==> src/rtl/keccak_absorb_ctrl_pkg.sv <==
// Shared types and constants for the Keccak absorb sequencer.
package keccak_absorb_ctrl_pkg;

    localparam int unsigned KeccakErrW = 3;

    typedef logic [3:0] mubi4_t;
    localparam mubi4_t MuBi4True  = 4'h6;
    localparam mubi4_t MuBi4False = 4'h9;

    // Codewords of a [6,3] linear code: every pair differs in at least 3 bits.
    typedef enum logic [5:0] {
        StIdle   = 6'b100110,
        StAbsorb = 6'b010101,
        StRun    = 6'b001011,
        StWait   = 6'b110011,
        StDone   = 6'b101101,
        StError  = 6'b011110
    } absorb_st_e;

endpackage

==> src/rtl/keccak_absorb_ctrl.sv <==
// Sequences a pre-padded word stream into keccak_round: lane writes, run pulses,
// completion wait, digest hand-off, storage clear and error aggregation.
module keccak_absorb_ctrl
    import keccak_absorb_ctrl_pkg::*;
#(
    parameter int unsigned Width      = 1600,
    parameter int unsigned DInWidth   = 64,
    parameter int unsigned TimeoutCyc = 64,
    localparam int unsigned DInEntry  = Width / DInWidth,
    localparam int unsigned DInAddr   = $clog2(DInEntry)
) (
    input  logic                  clk_i,
    input  logic                  rst_i,
    input  logic                  start_i,
    input  logic [DInAddr-1:0]    block_words_i,
    input  logic                  msg_valid_i,
    input  logic [DInWidth-1:0]   msg_data_i,
    input  logic                  msg_last_i,
    output logic                  msg_ready_o,
    input  logic                  clear_i,
    output logic                  digest_valid_o,
    output logic                  busy_o,
    output logic                  cmd_err_o,
    output logic                  error_o,
    output logic                  keccak_valid_o,
    output logic [DInAddr-1:0]    keccak_addr_o,
    output logic [DInWidth-1:0]   keccak_data_o,
    input  logic                  keccak_ready_i,
    output logic                  keccak_run_o,
    input  logic                  keccak_complete_i,
    output mubi4_t                keccak_clear_o,
    input  logic [KeccakErrW-1:0] keccak_err_i
);

    localparam int unsigned TimerW = $clog2(TimeoutCyc + 1);
    localparam logic [DInAddr:0] MaxRate = (DInAddr + 1)'(DInEntry);
    localparam logic [TimerW-1:0] TimerLast = TimerW'(TimeoutCyc - 1);

    absorb_st_e          st_q;
    logic [DInAddr-1:0]  word_cnt_q;
    logic [DInAddr-1:0]  block_words_q;
    logic [TimerW-1:0]   timer_q;
    logic                last_seen_q;
    logic                cmd_err_q;
    logic                clear_pend_q;

    logic rate_ok;
    logic in_idle;
    logic in_absorb;
    logic clear_window;
    logic clear_req;
    logic accept;
    logic block_end;
    logic cmd_illegal;

    always_comb begin
        rate_ok      = (block_words_i != '0) && ({1'b0, block_words_i} <= MaxRate);
        in_idle      = (st_q == StIdle);
        in_absorb    = (st_q == StAbsorb);
        clear_window = in_idle || (st_q == StDone);
        // A clear that meets keccak_ready_i=0 is held until the core can take it.
        clear_req    = (clear_i && clear_window) || clear_pend_q;
        accept       = in_absorb && keccak_ready_i && msg_valid_i;
        block_end    = accept && ((word_cnt_q == block_words_q - 1'b1) || msg_last_i);
        cmd_illegal  = (start_i && !in_idle)
                    || (start_i && in_idle && (clear_i || clear_pend_q || !rate_ok))
                    || (clear_i && !clear_window);
    end

    always_comb begin
        msg_ready_o    = in_absorb && keccak_ready_i;
        keccak_valid_o = accept;
        keccak_addr_o  = in_absorb ? word_cnt_q : '0;
        keccak_data_o  = in_absorb ? msg_data_i : '0;
        keccak_run_o   = (st_q == StRun) && keccak_ready_i;
        keccak_clear_o = (clear_req && clear_window && keccak_ready_i) ? MuBi4True : MuBi4False;
        digest_valid_o = (st_q == StDone) && !clear_i;
        busy_o         = !in_idle;
        error_o        = (st_q == StError);
        cmd_err_o      = cmd_err_q;
    end

    always_ff @(posedge clk_i or posedge rst_i) begin
        if (rst_i) begin
            st_q          <= StIdle;
            word_cnt_q    <= '0;
            block_words_q <= '0;
            timer_q       <= '0;
            last_seen_q   <= 1'b0;
            cmd_err_q     <= 1'b0;
            clear_pend_q  <= 1'b0;
        end else begin
            cmd_err_q <= cmd_illegal;
            if (|keccak_err_i) begin
                st_q         <= StError;
                clear_pend_q <= 1'b0;
            end else begin
                unique case (st_q)
                    StIdle: begin
                        clear_pend_q <= clear_req && !keccak_ready_i;
                        if (start_i && !clear_i && !clear_pend_q && rate_ok) begin
                            block_words_q <= block_words_i;
                            word_cnt_q    <= '0;
                            last_seen_q   <= 1'b0;
                            st_q          <= StAbsorb;
                        end
                    end
                    StAbsorb: begin
                        if (block_end) begin
                            last_seen_q <= last_seen_q || msg_last_i;
                            st_q        <= StRun;
                        end else if (accept) begin
                            word_cnt_q <= word_cnt_q + 1'b1;
                        end
                    end
                    StRun: begin
                        if (keccak_ready_i) begin
                            word_cnt_q <= '0;
                            timer_q    <= '0;
                            st_q       <= StWait;
                        end
                    end
                    StWait: begin
                        timer_q <= timer_q + 1'b1;
                        if (keccak_complete_i) begin
                            st_q <= last_seen_q ? StDone : StAbsorb;
                        end else if (timer_q == TimerLast) begin
                            st_q <= StError;
                        end
                    end
                    StDone: begin
                        if (clear_i) begin
                            clear_pend_q <= !keccak_ready_i;
                            st_q         <= StIdle;
                        end
                    end
                    StError: begin
                        st_q <= StError;
                    end
                    default: begin
                        st_q <= StError;
                    end
                endcase
            end
        end
    end

endmodule

==> config.mk <==
export PLATFORM = sky130hd
export DESIGN_NAME = keccak_absorb_ctrl
export DESIGN_NICKNAME = d
export VERILOG_FILES = /design/src/rtl/keccak_absorb_ctrl_pkg.sv /design/src/rtl/keccak_absorb_ctrl.sv
export SDC_FILE = /design/constraint.sdc
export NUM_CORES = 1
export LEC_CHECK = 0
export ABC_CLOCK_PERIOD_IN_PS = 6600
export BUFFER_PORTS_ARGS = -buffer_cell sky130_fd_sc_hd__buf_2
export CAP_MARGIN = 20
export CORE_MARGIN = 10
export CORE_UTILIZATION = 44
export DETAILED_ROUTE_END_ITERATION = 6
export GPL_ROUTABILITY_DRIVEN = 0
export PLACE_DENSITY = 0.91
export SETUP_SLACK_MARGIN = 0.1
export SYNTH_ARGS = -nofsm -noshare
export SYNTH_HDL_FRONTEND = slang
export SYNTH_SLANG_ARGS = --single-unit
==> constraint.sdc <==
create_clock -name clk_i -period 6.6 [get_ports clk_i]
set_input_delay 0.99 -clock clk_i [delete_from_list [all_inputs] [get_ports clk_i]]
set_output_delay 0.99 -clock clk_i [all_outputs]
set_load 0.01 [all_outputs]
==> impl_metrics.json <==
{
  "grt_overflow": 0,
  "cp-end-kind": "output port",
  "drtAntennaViolNets": 0,
  "async_flop_share_pct": 100,
  "die_y_um": 90.1,
  "regArea_um2": 654,
  "tightestPinTransition_ps": 1010,
  "synth-edff-count": 0,
  "status": "finished clean",
  "cts_sinks": 26,
  "r2r_end": "word_cnt_q[3]",
  "hpwl_um": 7160,
  "post_cts_buffers": 0,
  "synth_area_um2": 2160,
  "finalSetupViolations": 0,
  "final_common_cell": "buf_2",
  "cts_root_buf": "clkbuf_8",
  "vias": 2543,
  "place_area_um2": 3010,
  "max_freq_ghz": 0.279,
  "grt_setup_unrepaired": "false",
  "slew_headroom_pct": 32.2,
  "yosys_warnings": 0,
  "avgSynthCellArea_um2": 7.94,
  "min_path_cells": 1,
  "cp-start-kind": "flip-flop",
  "drc": 0,
  "r2r_start": "st_q[5]",
  "synth_fp_nets": 355,
  "layout-drive-gt1-share_pct": 42.6,
  "area_delta_synth_final_pct": 41.7,
  "num-nets-final": 509,
  "via_per_inst": 5.17,
  "rrSetupSlack_ps": 4090,
  "hold_violations": 0,
  "post-route-util_pct": 64.4,
  "drv_slew": 0,
  "grt_pass1_vias": 2648,
  "vdd_ir_drop_max_mv": 0.0739,
  "hold_path.class": "flip-flop to flip-flop",
  "crit_required_ps": 5610,
  "holdPathEnd": "timer_q[0]",
  "fin_crit_ps": 3590,
  "p_leak_nw": 1.77,
  "design_area_um2": 3060,
  "hold_buffers": 0,
  "power.share.sequential_pct": 54.0,
  "yosysSeqAreaShare_pct": 30.3,
  "rows": 25,
  "die_area_um2": 8110,
  "ys.flop_type": "dfrtp_1",
  "cts_buffer_depth": 2,
  "worst_r2r_path_depth": 7,
  "grt_usage_pct": 20.0,
  "start_util_pct": 45.4,
  "cts_buffers": 3,
  "fin_worst_skew_ps": 2.49,
  "cts_tree": "built",
  "power_uw": 299,
  "power_frac_comb_pct": 12.3,
  "antenna_found_initial": 0,
  "cap_violations": 0,
  "power_frac_clock_pct": 33.7,
  "antenna_cells": 0,
  "mostFrequentLayoutCells": "buf_2, and2_1, dfrtp_1, nand2_1, nor2_1",
  "critPathKind": "flip-flop to output port",
  "dp_cells": 488,
  "first_pass_iters": 4,
  "die_x_um": 90.1,
  "pin_count": 160,
  "clk_pin_slew_ps": 90,
  "cts-resized-gates": 0,
  "finalNonFillerCells": 492,
  "fin_crit_sh_pct": 54.4,
  "htreeDepth": 1,
  "tns_ps": 0,
  "p_int_uw": 234,
  "power.density_nw_per_um2": 97.7,
  "grt_max_degree": 51,
  "n_fill_cell": 432,
  "synth_cells": 272,
  "drt-total-wl_um": 8530,
  "drt-initial-drc-count": 228,
  "hp-start": "timer_q[0]",
  "switching_share_pct": 21.9,
  "wl_per_cell_um": 17.3,
  "design.core.area_um2": 4750,
  "portBuffers": 159,
  "grt_pass1_wl_um": 13700,
  "p_switching_uw": 65.7,
  "synth.distinct_cells": 47,
  "fin_hold_ws_ps": 547,
  "clk_latency_ps": 270,
  "cp_max_fo": 50,
  "arrival_ps": 2600,
  "multi_input_area_um2": 1400,
  "pre_cts_slack_ps": 3330,
  "yosys_register_bits": 26,
  "worst_slack_ps": 3010
}
-- critical path: stages, from the launching register on --
cell      delay (ps)
dfstp_2          590
nand2b_4          90
nor3_2           830
buf_4            460
and2_1           200
buf_2            140
-- flip-flops by register name, summed over array words and instances (netlist names) --
| signal | count |
|---|---|
| block_words_q | 5 |
| timer_q | 7 |
| last_seen_q | 1 |
| word_cnt_q | 5 |
| st_q | 6 |
| cmd_err_o | 1 |
| clear_pend_q | 1 |
-- final cells by class --
type                       count  area share, %
multi-input combinational    219           45.8
timing repair buffer         161           26.5
clock buffer                   4           1.80
tap                           67           2.74
sequential                    26           21.4
inverter                      15           1.84
-- worst max path at each step --
| stage | from | to | slack, ps | cells past startpoint |
|---|---|---|---|---|
| after floorplan | keccak_err_i[1] | word_cnt_q[3] | 3890 | 6 |
| after global placement | st_q[2] | keccak_data_o[50] | 3420 | 5 |
| after detailed placement | st_q[2] | keccak_data_o[18] | 3330 | 5 |
| after CTS | st_q[2] | keccak_data_o[18] | 3020 | 5 |
| after global routing | st_q[2] | keccak_data_o[55] | 2750 | 5 |
| final | st_q[2] | keccak_data_o[56] | 3010 | 5 |
-- per-layer routing --
layer | GRT usage [%] | wire length [um] | up-vias
li1 | - | - | 1228
met1 | 22.1 | 3220 | 1169
met2 | 36.7 | 4500 | 124
met3 | 4.41 | 612 | 22
met4 | 6.37 | 193 | 0
met5 | 0 | 0 | -
-- power groups by stage --
stage	sequential [mW]	combinational, mW	clock [mW]
finish	0.162	0.0370	0.101
global route	0.162	0.0415	0.109
CTS	0.161	0.0369	0.102
detailed placement	0.165	0.0367	0
global placement	0.164	0.0357	0
floorplan	0.164	0.00950	0
-- synth_stat cells (4+ instances only) --
| library cell | number | share of area, % |
|---|---|---|
| and2_1 | 67 | 19 |
| dfrtp_1 | 23 | 27 |
| nand2_1 | 20 | 3.5 |
| nor2_1 | 17 | 3.0 |
| inv_1 | 14 | 2.4 |
| o21ai_0 | 11 | 2.5 |
| clkbuf_1 | 10 | 1.7 |
| nor3_1 | 10 | 2.3 |
| xor2_1 | 10 | 4.1 |
| nand3_1 | 9 | 2.1 |
| a21oi_1 | 8 | 1.9 |
| nand4_1 | 6 | 1.7 |
| nand2b_1 | 5 | 1.4 |
| mux2_2 | 4 | 2.1 |
-- cell families (layout without fill, tap and decap cells) --
logic type	after synthesis	in the layout	synth area share, %
buffers and inverters	27	180	5.04
adder cells (fa/ha/maj)	3	3	1.74
AND/OR/NAND/NOR	161	161	44.3
XOR/XNOR	11	11	4.46
flip-flops	26	26	30.3
AO/OA/AOI/OAI	39	39	11.6
multiplexers	5	5	2.55
Power figures use the tool's default switching activity.
